===== src/rtl/uvmt_apb_st_rst_sequencer.sv =====
`default_nettype none
// +--------------------------------------------------------------------------+
// | Module      : uvmt_apb_st_rst_sequencer                                  |
// | Description : Orders reset, clock-enable and ready for the APB self-test |
// |               bench: HOLD -> LEAD -> SETTLE -> RUN, with software reset  |
// |               requests and an optional watchdog enabled by the macro     |
// |               UVMT_APB_ST_RST_SEQ_WDOG_EN.                               |
// | Revision    : 1.0 - initial release                                      |
// +--------------------------------------------------------------------------+
module uvmt_apb_st_rst_sequencer #(
  parameter int CNT_W         = 8,
  parameter int ASSERT_CYCLES = 8,
  parameter int CLK_EN_LEAD   = 2,
`ifdef UVMT_APB_ST_RST_SEQ_WDOG_EN
  parameter int SETTLE_CYCLES = 4,
  parameter int WDOG_CYCLES   = 255
`else
  parameter int SETTLE_CYCLES = 4
`endif
) (
  input  logic             clk,
  input  logic             reset_n,
  input  logic             sw_rst_req,
  input  logic [CNT_W-1:0] hold_cycles,
`ifdef UVMT_APB_ST_RST_SEQ_WDOG_EN
  input  logic             kick,
  output logic             wdog_fired,
`endif
  output logic             sw_rst_ack,
  output logic             rst_out_n,
  output logic             rst_out,
  output logic             clk_en,
  output logic             ready
);

  typedef enum logic [1:0] {
    S_HOLD   = 2'd0,
    S_LEAD   = 2'd1,
    S_SETTLE = 2'd2,
    S_RUN    = 2'd3
  } state_t;

  // Counter reload values are "length minus one"; zero-length states are skipped.
  localparam logic [CNT_W-1:0] c_hold_m1   = CNT_W'(ASSERT_CYCLES - 1);
  localparam logic [CNT_W-1:0] c_lead_m1   = CNT_W'((CLK_EN_LEAD > 0) ? CLK_EN_LEAD - 1 : 0);
  localparam logic [CNT_W-1:0] c_settle_m1 = CNT_W'((SETTLE_CYCLES > 0) ? SETTLE_CYCLES - 1 : 0);
  localparam state_t c_after_lead = (SETTLE_CYCLES > 0) ? S_SETTLE : S_RUN;
  localparam state_t c_after_hold = (CLK_EN_LEAD > 0) ? S_LEAD : c_after_lead;
  localparam logic [CNT_W-1:0] c_after_hold_cnt = (CLK_EN_LEAD > 0) ? c_lead_m1 : c_settle_m1;

  logic [1:0]       r_sync;
  logic             r_sync_n;
  state_t           r_state;
  logic [CNT_W-1:0] r_cnt;
  state_t           w_nxt_state;
  logic [CNT_W-1:0] w_nxt_cnt;
  logic             w_ack;
  logic             w_wdog_expire;
  logic             w_fire;

  assign r_sync_n = r_sync[1];

  always_ff @(posedge clk or negedge reset_n) begin
    if (!reset_n) begin
      r_sync <= 2'b00;
    end else begin
      r_sync <= {r_sync[0], 1'b1};
    end
  end

`ifdef UVMT_APB_ST_RST_SEQ_WDOG_EN
  localparam int WD_W = $clog2(WDOG_CYCLES + 1);
  localparam logic [WD_W-1:0] c_wdog_last = WD_W'(WDOG_CYCLES - 1);

  logic [WD_W-1:0] r_wdog;

  assign w_wdog_expire = (r_state == S_RUN) && !kick && (r_wdog == c_wdog_last);

  always_ff @(posedge clk or negedge reset_n) begin
    if (!reset_n) begin
      r_wdog     <= '0;
      wdog_fired <= 1'b0;
    end else begin
      if (r_sync_n && (r_state == S_RUN) && (w_nxt_state == S_RUN) && !kick) begin
        r_wdog <= r_wdog + WD_W'(1);
      end else begin
        r_wdog <= '0;
      end
      if (r_sync_n && w_fire) begin
        wdog_fired <= 1'b1;
      end
    end
  end
`else
  assign w_wdog_expire = 1'b0;
`endif

  always_comb begin
    w_nxt_state = r_state;
    w_nxt_cnt   = r_cnt - CNT_W'(1);
    w_ack       = 1'b0;
    w_fire      = 1'b0;
    case (r_state)
      S_HOLD: begin
        if (r_cnt == '0) begin
          w_nxt_state = c_after_hold;
          w_nxt_cnt   = c_after_hold_cnt;
        end
      end
      S_LEAD: begin
        if (r_cnt == '0) begin
          w_nxt_state = c_after_lead;
          w_nxt_cnt   = c_settle_m1;
        end
      end
      S_SETTLE: begin
        if (r_cnt == '0) begin
          w_nxt_state = S_RUN;
          w_nxt_cnt   = '0;
        end
      end
      S_RUN: begin
        w_nxt_cnt = '0;
        // A software request outranks watchdog expiry on the same edge.
        if (sw_rst_req) begin
          w_nxt_state = S_HOLD;
          w_nxt_cnt   = (hold_cycles != '0) ? hold_cycles - CNT_W'(1) : c_hold_m1;
          w_ack       = 1'b1;
        end else if (w_wdog_expire) begin
          w_nxt_state = S_HOLD;
          w_nxt_cnt   = c_hold_m1;
          w_fire      = 1'b1;
        end
      end
      default: begin
        w_nxt_state = S_HOLD;
        w_nxt_cnt   = c_hold_m1;
      end
    endcase
  end

  always_ff @(posedge clk or negedge reset_n) begin
    if (!reset_n) begin
      r_state    <= S_HOLD;
      r_cnt      <= c_hold_m1;
      rst_out_n  <= 1'b0;
      rst_out    <= 1'b1;
      clk_en     <= 1'b0;
      ready      <= 1'b0;
      sw_rst_ack <= 1'b0;
    end else if (!r_sync_n) begin
      r_state    <= S_HOLD;
      r_cnt      <= c_hold_m1;
      rst_out_n  <= 1'b0;
      rst_out    <= 1'b1;
      clk_en     <= 1'b0;
      ready      <= 1'b0;
      sw_rst_ack <= 1'b0;
    end else begin
      r_state    <= w_nxt_state;
      r_cnt      <= w_nxt_cnt;
      rst_out_n  <= (w_nxt_state == S_SETTLE) || (w_nxt_state == S_RUN);
      rst_out    <= !((w_nxt_state == S_SETTLE) || (w_nxt_state == S_RUN));
      clk_en     <= (w_nxt_state != S_HOLD);
      ready      <= (w_nxt_state == S_RUN);
      sw_rst_ack <= w_ack;
    end
  end

endmodule
`default_nettype wire


===== config.mk =====
export PLATFORM = sky130hd
export DESIGN_NAME = uvmt_apb_st_rst_sequencer
export DESIGN_NICKNAME = d
export VERILOG_FILES = /design/src/rtl/uvmt_apb_st_rst_sequencer.sv
export SDC_FILE = /design/constraint.sdc
export NUM_CORES = 1
export LEC_CHECK = 0
export CAP_MARGIN = 20
export CORE_MARGIN = 2
export CORE_UTILIZATION = 35
export CTS_CLUSTER_SIZE = 25
export DETAILED_ROUTE_END_ITERATION = 8
export PLACE_DENSITY_LB_ADDON = 0.08
export SLEW_MARGIN = 10
export SYNTH_ARGS = -nofsm -noshare
export SYNTH_HDL_FRONTEND = slang
export SYNTH_SLANG_ARGS = --single-unit

===== constraint.sdc =====
create_clock -name clk -period 1.66 [get_ports clk]
set_input_delay 0.166 -clock clk [delete_from_list [all_inputs] [get_ports clk]]
set_output_delay 0.166 -clock clk [all_outputs]
set_load 0.005 [all_outputs]

==> flow_metrics.py, run 1 <==
metrics = {
    "worst_setup_path": {
        "arrival_ns": 1.83,
        "critPathRequiredTime_ns": 1.88,
        "path_max_fanout": 4,
        "critical_path_class": "in2reg",
        "end_kind": "flop",
        "critPathLaunchType": "input port",
    },
    "synth": {
        "syn-instance-count": 98,
        "syn_area_um2": 973,
        "synth_edf_count": 0,
        "async_flop_share_pct": 100,
        "syn_area_per_cell_um2": 9.93,
        "ys_seq_area_share_pct": 44.2,
        "ys.flop_type": "dfrtp_1",
        "synth_warnings": 0,
        "yosysTopAreaCell": "dfrtp_1",
        "ys_ff_latch": 17,
        "synth_area_leaders": "dfrtp_1 (33%), dfstp_2 (11%), mux2i_1 (4.1%)",
        "synth_nets": 112,
        "netlist.area_leader.share_pct": 33.4,
        "ys_types": 37,
    },
    "final_layout": {
        "syn_to_final_growth_pct": 32.4,
        "layout.nets": 144,
        "diodes": 0,
        "finalCoreUtilization_pct": 48.0,
        "drive_gt1_share_pct": 24.8,
        "fillers": 251,
    },
    "routing": {
        "drc_errors": 0,
        "wl_per_cell_um": 12.3,
        "drt_iter0_markers": 12,
        "vias_per_cell": 5.00,
        "ant_nets": 0,
        "vias": 800,
        "wirelength_mm": 1.97,
        "firstDrtPassIters": 4,
    },
    "power_and_ir_drop": {
        "p_leak_nw": 0.596,
        "powerDensity_nw_per_um2": 603,
        "peakVddDrop_mv": 0.499,
        "finalPower_mw": 0.777,
    },
    "timing": {
        "period_share_pct": 96.6,
        "setup_viol": 0,
        "skew_ns": 0.00531,
        "min_period_ns": 1.60,
        "setup_tns_ns": 0,
        "hold_slack_ns": 0.196,
        "fmax_ghz": 0.624,
        "hold_viol": 0,
        "drv_slew": 0,
        "rsz0062_at_grt": "false",
    },
    "place": {
        "gp_congestion": 0.814,
        "portBuffers": 15,
        "dp_hpwl_mm": 1.57,
    },
    "clock_tree": {
        "numCtsBuffers": 3,
        "cts_sinks": 17,
        "cts-root-buf": "clkbuf_4",
        "clockBufferDepth": 2,
        "cts_max_level": 1,
        "clock_latency_ns": 0.28,
        "clk_pin_slew_worst_paths_ns": 0.09,
        "cts_tree": "done",
    },
    "global_route": {
        "antenna_found_initial": 0,
        "grt_pass1_wl_mm": 3.03,
        "grt_usage_pct": 12.3,
        "grt-ovfl-total": 0,
        "grt_max_degree": 18,
        "grt_pass1_vias": 672,
    },
    "floorplan": {
        "ios": 16,
        "core_area_um2": 2690,
        "die_area_um2": 3220,
        "start_util_pct": 36.2,
        "placementRows": 19,
        "die_x_um": 56.7,
        "die_y_um": 56.7,
    },
    "run_status": {
        "status": "finished, final reports clean",
    },
    "min_path": {
        "hp-class": "in2async",
    },
    "flow_run": {
        "cap_violations": 0,
    },
}
-- kinds of logic (layout without fill, tap and decap cells) --
logic type               Yosys count  count (layout)  synth area share [%]
multiplexers                       4               4                  4.11
adder cells (fa/ha/maj)            3               3                  3.86
other                              1               1                 0.385
flip-flops                        17              17                  44.2
AO/OA/AOI/OAI                     17              17                  13.1
XOR/XNOR                           7               7                  6.30
buffers and inverters              9              40                  3.86
AND/OR/NAND/NOR                   40              40                  24.2
-- state kept, by name, indices dropped and copies added (netlist names) --
| register | cells |
|---|---|
| clk_en | 1 |
| r_cnt | 8 |
| r_state | 2 |
| r_sync | 2 |
| ready | 1 |
| rst_out | 1 |
| rst_out_n | 1 |
| sw_rst_ack | 1 |
-- stage by stage --
stage,cells,area (um^2),worst slack [ns]
6_report,160,1290,0.0562
5_1_grt,160,1290,0.00211
4_1_cts,160,1280,0.0102
3_5_place_dp,156,1260,-0.298
3_3_place_gp,156,1260,-0.258
2_1_floorplan,98,973,0.128
-- metal layers --
metal	wire length (um)	vias up	GRT usage, %
met2	840	14	16.3
li1	-	411	-
met1	1030	373	18.8
met4	9	0	1.99
met5	0	-	0
met3	85	2	5.07
-- where the power goes --
part / internal (mW) / leakage, nW / total [mW] / switching (mW)
clock: 0.0932 / 0.0150 / 0.211 / 0.118
combinational: 0.0677 / 0.362 / 0.124 / 0.0566
sequential: 0.430 / 0.219 / 0.441 / 0.0117
-- critical path, cell delays in order --
cell             delay (ns)
clkdlybuf4s50_1        0.42
inv_1                  0.06
ha_1                   0.14
or3b_4                 0.39
or3_1                  0.36
a21o_1                 0.17
a21oi_2                0.12
-- timing repair --
action / 4_1_cts / 5_1_grt
hold buffers: 0 / 0
resized for setup: 0 / 3
buffers inserted: 0 / 0
endpoints found under the setup margin: 0 / 3
-- synth_stat cells, types with 2 or more instances --
master    n
or3_1     2
nor3_1    4
xnor2_1   4
nor4_2    3
nor2_1    9
ha_1      3
xor2_1    3
o22ai_1   3
mux2i_1   4
a21oi_1   5
and3_1    2
dfstp_2   4
nand3_1   5
inv_1     7
nand2_1   6
dfrtp_1  13
-- cells in the final DEF (no fill, tap or decap), types with 2 or more instances in the layout --
cell and instances:
or3_1 2, xnor2_1 4, inv_1 6, nand3_1 5, nor4_2 3, xor2_1 3, nor3_1 4, mux2i_1 4
clkdlybuf4s50_1 14, buf_4 14, nand2_1 6, clkbuf_4 3, ha_1 3, dfrtp_1 13, and3_1 2, nor2_1 9
o22ai_1 3, a21oi_1 5, dfstp_2 4, or4_4 2
-- area by class of cell --
class | count | area (um^2) | share of cell area [%]
multi-input cells | 72 | 509 | 39.5
clock buffers | 4 | 26.3 | 2.04
inverters | 7 | 26.3 | 2.04
repair buffers | 29 | 258 | 20.0
flip-flops and latches | 17 | 430 | 33.4
well taps | 31 | 38.8 | 3.01
-- final timing paths --
check	start	endpoint	slack, ns	depth (start not counted)
max reg2reg	r_cnt[3]$_DFF_PN0_	r_cnt[1]$_DFF_PN1_	0.08	4
min reg2reg	r_sync[0]$_DFF_PN0_	r_sync[1]$_DFF_PN0_	0.36	0
min in group clk	r_sync[0]$_DFF_PN0_	r_sync[1]$_DFF_PN0_	0.36	0
min	reset_n	r_cnt[5]$_DFF_PN0_	0.20	2
max in group asynchronous	reset_n	r_cnt[1]$_DFF_PN1_	1.21	2
max	hold_cycles[1]	r_cnt[4]$_DFF_PN0_	0.06	7
No activity file was read; power rests on OpenSTA's default activity.
==> run 2, diff against run 1 <==
- SLEW_MARGIN: 10 -> 20
==> results of run 2 <==
Final layout, timing and power as in run 1 (identical DEF).
